--- src/rtl/uc_pkg.sv ---
// Shared definitions for the fetch stage.
// Widths, instruction size and fetch FSM encoding.
package uc_pkg;

  localparam int ADDR_WIDTH  = 12;
  localparam int DATA_WIDTH  = 8;
  localparam int INSTR_WIDTH = 2 * DATA_WIDTH;

  typedef enum logic [1:0] {
    REQ_HI = 2'd0,
    CAP_HI = 2'd1,
    CAP_LO = 2'd2,
    HOLD   = 2'd3
  } fetch_state_t;

  // States that issue a memory read and bump the PC.
  function automatic logic is_read(fetch_state_t s);
    return (s == REQ_HI) || (s == CAP_HI);
  endfunction

endpackage

--- src/rtl/instruction_fetch_if.sv ---
// Fetch-stage bus: PC link, program memory and decode handshake.
// master = fetch stage, slave = PC/memory/decode side.
interface instruction_fetch_if #(
  parameter int ADDR_WIDTH = uc_pkg::ADDR_WIDTH,
  parameter int DATA_WIDTH = uc_pkg::DATA_WIDTH
);

  logic [ADDR_WIDTH-1:0]   pc_addr;
  logic                    pc_inc;
  logic                    flush;
  logic [ADDR_WIDTH-1:0]   mem_addr;
  logic                    mem_rd;
  logic [DATA_WIDTH-1:0]   mem_rdata;
  logic [2*DATA_WIDTH-1:0] instr;
  logic [ADDR_WIDTH-1:0]   instr_pc;
  logic                    instr_valid;
  logic                    instr_ready;

  modport master (
    input  pc_addr,
    input  flush,
    input  mem_rdata,
    input  instr_ready,
    output pc_inc,
    output mem_addr,
    output mem_rd,
    output instr,
    output instr_pc,
    output instr_valid
  );

  modport slave (
    output pc_addr,
    output flush,
    output mem_rdata,
    output instr_ready,
    input  pc_inc,
    input  mem_addr,
    input  mem_rd,
    input  instr,
    input  instr_pc,
    input  instr_valid
  );

endinterface

--- src/rtl/instruction_fetch.sv ---
// Fetch stage: reads two bytes per instruction (high first)
// and presents {hi, lo} to decode over valid/ready.
module instruction_fetch #(
  parameter int ADDR_WIDTH = uc_pkg::ADDR_WIDTH,
  parameter int DATA_WIDTH = uc_pkg::DATA_WIDTH
) (
  input logic                 clk,
  input logic                 rst,
  input logic                 clk_valid,
  instruction_fetch_if.master bus
);

  import uc_pkg::*;

  fetch_state_t state;
  fetch_state_t state_next;

  logic [DATA_WIDTH-1:0] hi;
  logic [DATA_WIDTH-1:0] lo;
  logic [ADDR_WIDTH-1:0] ipc;
  logic                  valid;
  logic                  read_req;

  // A read (and PC bump) only in an enabled, unflushed cycle.
  assign read_req = clk_valid & ~rst & ~bus.flush
                  & is_read(state);

  assign bus.mem_addr    = bus.pc_addr;
  assign bus.mem_rd      = read_req;
  assign bus.pc_inc      = read_req;
  assign bus.instr       = {hi, lo};
  assign bus.instr_pc    = ipc;
  assign bus.instr_valid = valid;

  // State register; frozen while the clock enable is low.
  always_ff @(posedge clk) begin
    if (rst) begin
      state <= REQ_HI;
    end else if (clk_valid) begin
      state <= state_next;
    end
  end

  // Next state; flush beats an accepting handshake.
  always_comb begin
    state_next = state;
    if (bus.flush) begin
      state_next = REQ_HI;
    end else begin
      unique case (state)
        REQ_HI: state_next = CAP_HI;
        CAP_HI: state_next = CAP_LO;
        CAP_LO: state_next = HOLD;
        HOLD: begin
          if (valid && bus.instr_ready) begin
            state_next = REQ_HI;
          end
        end
      endcase
    end
  end

  // Byte capture, instruction address and valid flag.
  always_ff @(posedge clk) begin
    if (rst) begin
      hi    <= '0;
      lo    <= '0;
      ipc   <= '0;
      valid <= 1'b0;
    end else if (clk_valid) begin
      if (bus.flush) begin
        valid <= 1'b0;
      end else begin
        unique case (state)
          REQ_HI: ipc <= bus.pc_addr;
          CAP_HI: hi  <= bus.mem_rdata;
          CAP_LO: begin
            lo    <= bus.mem_rdata;
            valid <= 1'b1;
          end
          HOLD: begin
            if (bus.instr_ready) begin
              valid <= 1'b0;
            end
          end
        endcase
      end
    end
  end

endmodule

--- src/flat_wrapper.sv ---
// flat-port wrapper written by rule: the top's interface ports become plain ports
module instruction_fetch_flat import uc_pkg::*;
#(
  parameter int ADDR_WIDTH = uc_pkg::ADDR_WIDTH,
  parameter int DATA_WIDTH = uc_pkg::DATA_WIDTH
)
  (clk, rst, clk_valid, bus_pc_addr, bus_flush, bus_mem_rdata, bus_instr_ready, bus_pc_inc, bus_mem_addr, bus_mem_rd, bus_instr, bus_instr_pc, bus_instr_valid);
  instruction_fetch_if #(.ADDR_WIDTH(ADDR_WIDTH), .DATA_WIDTH(DATA_WIDTH)) bus_i ();
  input logic clk;
  input logic rst;
  input logic clk_valid;
  input wire logic [$bits(bus_i.pc_addr)-1:0] bus_pc_addr;
  input wire logic [$bits(bus_i.flush)-1:0] bus_flush;
  input wire logic [$bits(bus_i.mem_rdata)-1:0] bus_mem_rdata;
  input wire logic [$bits(bus_i.instr_ready)-1:0] bus_instr_ready;
  output wire logic [$bits(bus_i.pc_inc)-1:0] bus_pc_inc;
  output wire logic [$bits(bus_i.mem_addr)-1:0] bus_mem_addr;
  output wire logic [$bits(bus_i.mem_rd)-1:0] bus_mem_rd;
  output wire logic [$bits(bus_i.instr)-1:0] bus_instr;
  output wire logic [$bits(bus_i.instr_pc)-1:0] bus_instr_pc;
  output wire logic [$bits(bus_i.instr_valid)-1:0] bus_instr_valid;
  assign bus_i.pc_addr = bus_pc_addr;
  assign bus_i.flush = bus_flush;
  assign bus_i.mem_rdata = bus_mem_rdata;
  assign bus_i.instr_ready = bus_instr_ready;
  assign bus_pc_inc = bus_i.pc_inc;
  assign bus_mem_addr = bus_i.mem_addr;
  assign bus_mem_rd = bus_i.mem_rd;
  assign bus_instr = bus_i.instr;
  assign bus_instr_pc = bus_i.instr_pc;
  assign bus_instr_valid = bus_i.instr_valid;
  instruction_fetch #(.ADDR_WIDTH(ADDR_WIDTH), .DATA_WIDTH(DATA_WIDTH)) u_core (.clk(clk), .rst(rst), .clk_valid(clk_valid), .bus(bus_i));
endmodule
--- config.mk ---
export PLATFORM = sky130hd
export DESIGN_NAME = instruction_fetch_flat
export DESIGN_NICKNAME = d
export VERILOG_FILES = /design/src/rtl/uc_pkg.sv /design/src/rtl/instruction_fetch_if.sv /design/src/rtl/instruction_fetch.sv /design/src/flat_wrapper.sv
export SDC_FILE = /design/constraint.sdc
export NUM_CORES = 1
export LEC_CHECK = 0
export ABC_AREA = 0
export CORE_ASPECT_RATIO = 1.4
export CORE_UTILIZATION = 39
export DETAILED_ROUTE_END_ITERATION = 10
export PLACE_DENSITY = 0.76
export RECOVER_POWER = 100
export SLEW_MARGIN = 0
export SYNTH_ARGS = -nofsm -noshare
export SYNTH_HDL_FRONTEND = slang
export SYNTH_SLANG_ARGS = --single-unit
--- constraint.sdc ---
create_clock -name clk -period 1.4 [get_ports clk]
set_input_delay 0.14 -clock clk [delete_from_list [all_inputs] [get_ports clk]]
set_output_delay 0.14 -clock clk [all_outputs]
set_load 0.01 [all_outputs]
==> results of run 1 <==
-- stage by stage --
step / setup TNS [ns] / setup WS, ns / utilization [%] / cell area [um^2]
4_1_cts: -0.0332 / -0.0193 / 66.7 / 2120
5_1_grt: -0.206 / -0.0580 / 68.6 / 2180
2_1_floorplan: 0 / 0.0404 / - / 1330
6_report: 0 / 0.0143 / 68.6 / 2180
3_3_place_gp: -0.797 / -0.260 / 63.2 / 2010
3_5_place_dp: -1.08 / -0.261 / 63.2 / 2010
-- power groups by stage --
stage	clock (mW)	sequential, mW	combinational (mW)
finish	0.892	0.922	0.303
CTS	0.920	0.920	0.298
global route	0.958	0.925	0.327
detailed placement	0	0.939	0.300
global placement	0	0.938	0.292
floorplan	0	0.949	0.123
-- how the worst max path moves through the flow --
stage | endpoint | slack [ns] | cells after the start
6_report | bus_pc_inc | 0.01 | 5
5_1_grt | bus_pc_inc | -0.06 | 5
4_1_cts | bus_pc_inc | -0.02 | 5
3_5_place_dp | bus_pc_inc | -0.26 | 4
3_3_place_gp | bus_mem_rd | -0.26 | 4
2_1_floorplan | bus_pc_inc | 0.04 | 6
-- final cells by class --
type                       count  area [um^2]  share of cell area (%)
inverter                       5         23.8                    1.09
clock buffer                   6         82.6                    3.78
clock inverter                 2         35.0                    1.60
multi-input combinational     89          604                    27.7
sequential                    31          626                    28.7
tap                           39         48.8                    2.23
timing repair buffer          79          763                    35.0
-- worst max-delay path, stage by stage, from the launching register on --
cell and delay (ns):
dfxtp_4 0.36, inv_4 0.06, ha_4 0.12, nand3b_1 0.10, a21oi_2 0.17, buf_2 0.15
-- kinds of logic after synthesis --
family                   synth area share [%]
AND/OR/NAND/NOR                          15.5
flip-flops                               46.7
buffers and inverters                    12.2
AO/OA/AOI/OAI                            8.84
multiplexers                             12.0
adder cells (fa/ha/maj)                  4.70
-- layer usage --
metal  wire length, um  part of all wire, %
met4                81                  2.7
met2              1480                   49
met5                 0                    0
met3               371                   12
met1              1100                   36
-- sequential cells by signal, indices dropped and copies added, names as in the netlist --
name / cells
u_core.bus.instr_pc: 12
u_core.bus.instr_valid: 1
u_core.hi: 8
u_core.lo: 8
u_core.state: 2
-- placed cells by master (no fill, tap or decap), types with 2 or more instances in the layout --
master / instances
a21oi_2: 2
a31oi_1: 2
a21oi_1: 11
mux2i_1: 15
buf_2: 2
clkbuf_8: 6
inv_1: 2
dfxtp_1: 29
clkdlybuf4s50_1: 65
nor2_1: 17
buf_4: 11
nand2_1: 27
inv_4: 2
ha_4: 4
nand3b_1: 3
o32ai_1: 2
-- timing repair --
item	4_1_cts	5_1_grt
endpoints found under the setup margin	10	11
buffers inserted	0	0
cloned	0	0
pin swaps	2	5
resized for setup	12	12
==> impl_results.md, run 1 <==
- Status: finished clean
- Critical R2R Capture: u_core.lo[3]
- Combinational share of power: 14.3%
- WHS Path Cells: 3
- Met3 GRT Util: 8.60%
- Worst Hold Class: in2reg
- I/O Pins: 68
- Net Sw Frac: 21.5%
- Netlist Area Pre-Place: 1330 um^2
- Cell taking the most area after synthesis: dfxtp_1
- Switch Pwr: 0.456 mW
- DRC violations left: 0
- Post-synth top area share: 46.7%
- Min-Delay Startpoint: bus_pc_addr[7]
- Gr usage total: 17.8%
- Gr ovfl total: 0
- Final cycle utilization of the critical path: 99.0%
- Setup Skew: 0.00350 ns
- Hold Slack: 0.429 ns
- H-tree Lvls: 2
- Post-synth EDFFs: 0
- Largest net degree at the start of global routing: 21
- DRT antenna net count: 0
- Register area share after synthesis: 46.7%
- Syn Inst Count: 146
- Worst endpoint data arrival time: 1.25 ns
- Port buffer count: 67
- Startpoint Class: register
- Diodes inserted: 0
- 1st-iter DRT viols: 7
- Wire per inst: 12.1 um
- Least-Margin Pin Slew: 0.214 ns
- Synth cell count leaders: dfxtp_1, nand2_1, nor2_1, mux2i_1, buf_4
- Layout net count: 241
- Avg Synthesized Cell Area: 9.11 um^2
- Layout area overhead: 64.2%
- CTS tree: yes
- Placed cells: 243
- FMAX: 0.722 GHz
- Clock share of power: 42.1%
- Number of clock sinks: 31
- Met2 global-route usage: 32.2%
- Share of cells above drive strength 1: 16.5%
- # fillers: 269
- Power per Cell Area: 969 nW/um^2
- Syn. warnings: 0
- Reg2reg setup slack: 0.02 ns
- First-pass GRT wire length: 4790 um
- Row count: 24
- Max transition margin: 85.7%
- Critical Path Start: u_core.state[0]
- CTS Buffer Depth: 2
- Die span in y: 71.1 um
- Via count: 1,197
- Int Power: 1.66 mW
- Initial core utilization: 41.8%
- CP max FO: 3
- Worst Hold Path EP: u_core.bus.instr_pc[7]
- R2R cell count: 7
- Power Total: 2.12 mW
- Seq pwr share: 43.5%
- Final Non-Filler Cells: 251
- CORE AREA: 3180 um^2
- # setup viols final: 0
- Gr busiest metal: met2
- CTS root buf: clkbuf_8
- Routability cong.: 0.655
- CTS clk-pin slew, worst paths: 0.06 ns
- Yosys cell types: 20
- Final hold viol count: 0
- VDD IR-drop max: 0.950 mV
- Final Max Slew Viols: 0
- Setup CP Type: reg2out
- Vias in the first global route: 1,181
- CTS Hold Buffers Added: 0
- Worst Setup End Kind: output port
- Initial antenna violation count: 0
- Die Footprint: 3650 um^2
- Syn Nets: 176
- DIE WIDTH: 51.4 um
- LEAKAGE: 0.925 nW
- Worst r2r src: u_core.state[0]
- Count leader, synth: dfxtp_1
- Critical Path RT: 1.26 ns
- Ys async rst share: 0%
- DRT Wirelength: 3030 um
- Vias per inst: 4.77
- Crit path time final: 1.39 ns
- RSZ-0062 raised after global routing: true
- Pre-Repair DR Iteration Count: 4
- Max Cap Viol: 0
- Clock network latency to the later pin of the worst-skew pair: 0.28 ns
- Hpwl dp: 2310 um
- Cts bufs inserted: 5
- Met1 usage: 15.9%
- Synth Register Bits: 31
- Top cells by area, synth: dfxtp_1, mux2i_1, buf_4
- Ys flop type: dfxtp_1
Note: power is estimated with default switching activity, not from simulation.
==> run 2, diff against run 1 <==
Clock period 1.4 ns to 1.49 ns, I/O delays scaled along.
==> impl_results.md, run 2 (synthesized netlist as in run 1, its figures left out) <==
- CORE AREA: 3180 um^2
- Layout net count: 241
- Final hold viol count: 0
- Layout area overhead: 60.4%
- Crit path time final: 1.43 ns
- Placed cells: 241
- CTS clk-pin slew, worst paths: 0.06 ns
- I/O Pins: 68
- Gr usage total: 20.2%
- Setup WS pre-CTS: -0.251 ns
- Status: finished clean
- Wire per inst: 13.2 um
- Buf/Inv on CP: 2
- Initial antenna violation count: 0
- Worst Hold Class: in2reg
- CP endpoint: bus_mem_rd
- Routability cong.: 0.680
- DRT antenna net count: 0
- Vias in the first global route: 1,299
- Final Non-Filler Cells: 251
- Diodes inserted: 0
- Final cycle utilization of the critical path: 96.1%
- Initial core utilization: 41.8%
- Port buffer count: 67
- Reg2reg setup slack: 0.08 ns
- Final Max Slew Viols: 0
- CTS Buffer Depth: 2
- Vias per inst: 4.83
- Worst Setup End Kind: output port
- Setup Skew: 0.00406 ns
- # setup viols final: 0
- Slowest CP cell: dfxtp_2
- Max FFs per register: 12
- Share of cells above drive strength 1: 14.6%
- Max transition margin: 84.8%
- 1st-iter DRT viols: 18
- DRC violations left: 0
- Least-Margin Pin Slew: 0.229 ns
- Largest net degree at the start of global routing: 20
- # fillers: 276
- Largest incremental delay on the critical path: 0.33 ns
- CTS tree: yes
- R2R cell count: 7
- Power per Cell Area: 936 nW/um^2
- Power Total: 2.00 mW
- VDD IR-drop max: 0.902 mV
- Critical R2R Capture: u_core.lo[4]
- First-pass GRT wire length: 5410 um
- Pre-Repair DR Iteration Count: 4
- Number of clock sinks: 31
- Critical Path RT: 1.34 ns
- H-tree Lvls: 2
- Clock network latency to the later pin of the worst-skew pair: 0.28 ns
- DRT Wirelength: 3320 um
- Most common cell after layout, fill and taps aside: clkdlybuf4s50_1
- Startpoint Class: register
- Crit-path cells: inv_2, ha_4, nand3b_1, a21oi_2, buf_2
- Crit path max-delay family: flip-flops
- Critical Path Start: u_core.state[0]
- Commonest non-fill, non-tap cells in the layout: clkdlybuf4s50_1, dfxtp_1, nand2_1
- Levels on crit path: 5
- CP max FO: 3
- DIE WIDTH: 51.4 um
- LEAKAGE: 0.926 nW
- Setup CP Type: reg2out
- Final setup margin: 0.0586 ns
- Cts bufs inserted: 5
- Row count: 24
- Gr ovfl total: 0
- WHS Path Cells: 3
- CTS root buf: clkbuf_8
- Worst r2r src: u_core.state[0]
- Hpwl dp: 2480 um
- Max Cap Viol: 0
- Die Footprint: 3650 um^2
- Via count: 1,213
- Die span in y: 71.1 um
- FMAX: 0.699 GHz
- Worst endpoint data arrival time: 1.28 ns
run 2: repair_timing:
item | 4_1_cts | 5_1_grt
hold buffers | 0 | 0
buffers inserted | 0 | 2
endpoints found under the setup margin | 4 | 10
hold endpoints to repair | 0 | 0
pin swaps | 2 | 2
resized for setup | 11 | 4
run 2: metrics by stage:
step / hold slack, ns / instance area [um^2] / util [%] / setup TNS, ns
2_1_floorplan: 0.246 / 1330 / - / 0
6_report: 0.435 / 2130 / 67.0 / 0
3_5_place_dp: 0.454 / 1990 / 62.6 / -0.508
5_1_grt: 0.458 / 2130 / 67.0 / -0.0170
3_3_place_gp: 0.442 / 1990 / 62.6 / -0.472
4_1_cts: 0.424 / 2110 / 66.2 / 0
run 2: layout make-up:
type	count	area [um^2]	share of cell area, %
clock inverters	2	35.0	1.64
multi-input cells	89	566	26.5
inverters	5	18.8	0.880
repair buffers	79	761	35.7
clock buffers	6	82.6	3.87
well taps	39	48.8	2.29
flip-flops and latches	31	622	29.1
run 2: routing by layer:
metal	track usage (%)	wire, um
met2	39.8	1780
met4	10.8	61
met5	0	0
met1	17.6	1190
met3	5.16	290
run 2: power by group:
part           leakage [nW]  internal [mW]  total (mW)  switching (mW)
sequential            0.252          0.853       0.866          0.0127
clock                0.0612          0.540       0.848           0.308
combinational         0.613          0.166       0.283           0.118
run 2: how the worst min path moves through the flow:
stage | startpoint | end | slack [ns]
6_report | bus_pc_addr[3] | u_core.bus.instr_pc[3] | 0.43
5_1_grt | bus_pc_addr[10] | u_core.bus.instr_pc[10] | 0.46
4_1_cts | bus_pc_addr[3] | u_core.bus.instr_pc[3] | 0.42
3_5_place_dp | u_core.bus.instr_pc[10] | u_core.bus.instr_pc[10] | 0.45
3_3_place_gp | u_core.bus.instr_pc[4] | u_core.bus.instr_pc[4] | 0.44
2_1_floorplan | clk_valid | u_core.bus.instr_valid | 0.25
run 2: tightest hold or removal path, cell delays in order:
cell	delay, ns
clkdlybuf4s50_1	0.41
nand2_1	0.06
a21oi_1	0.05
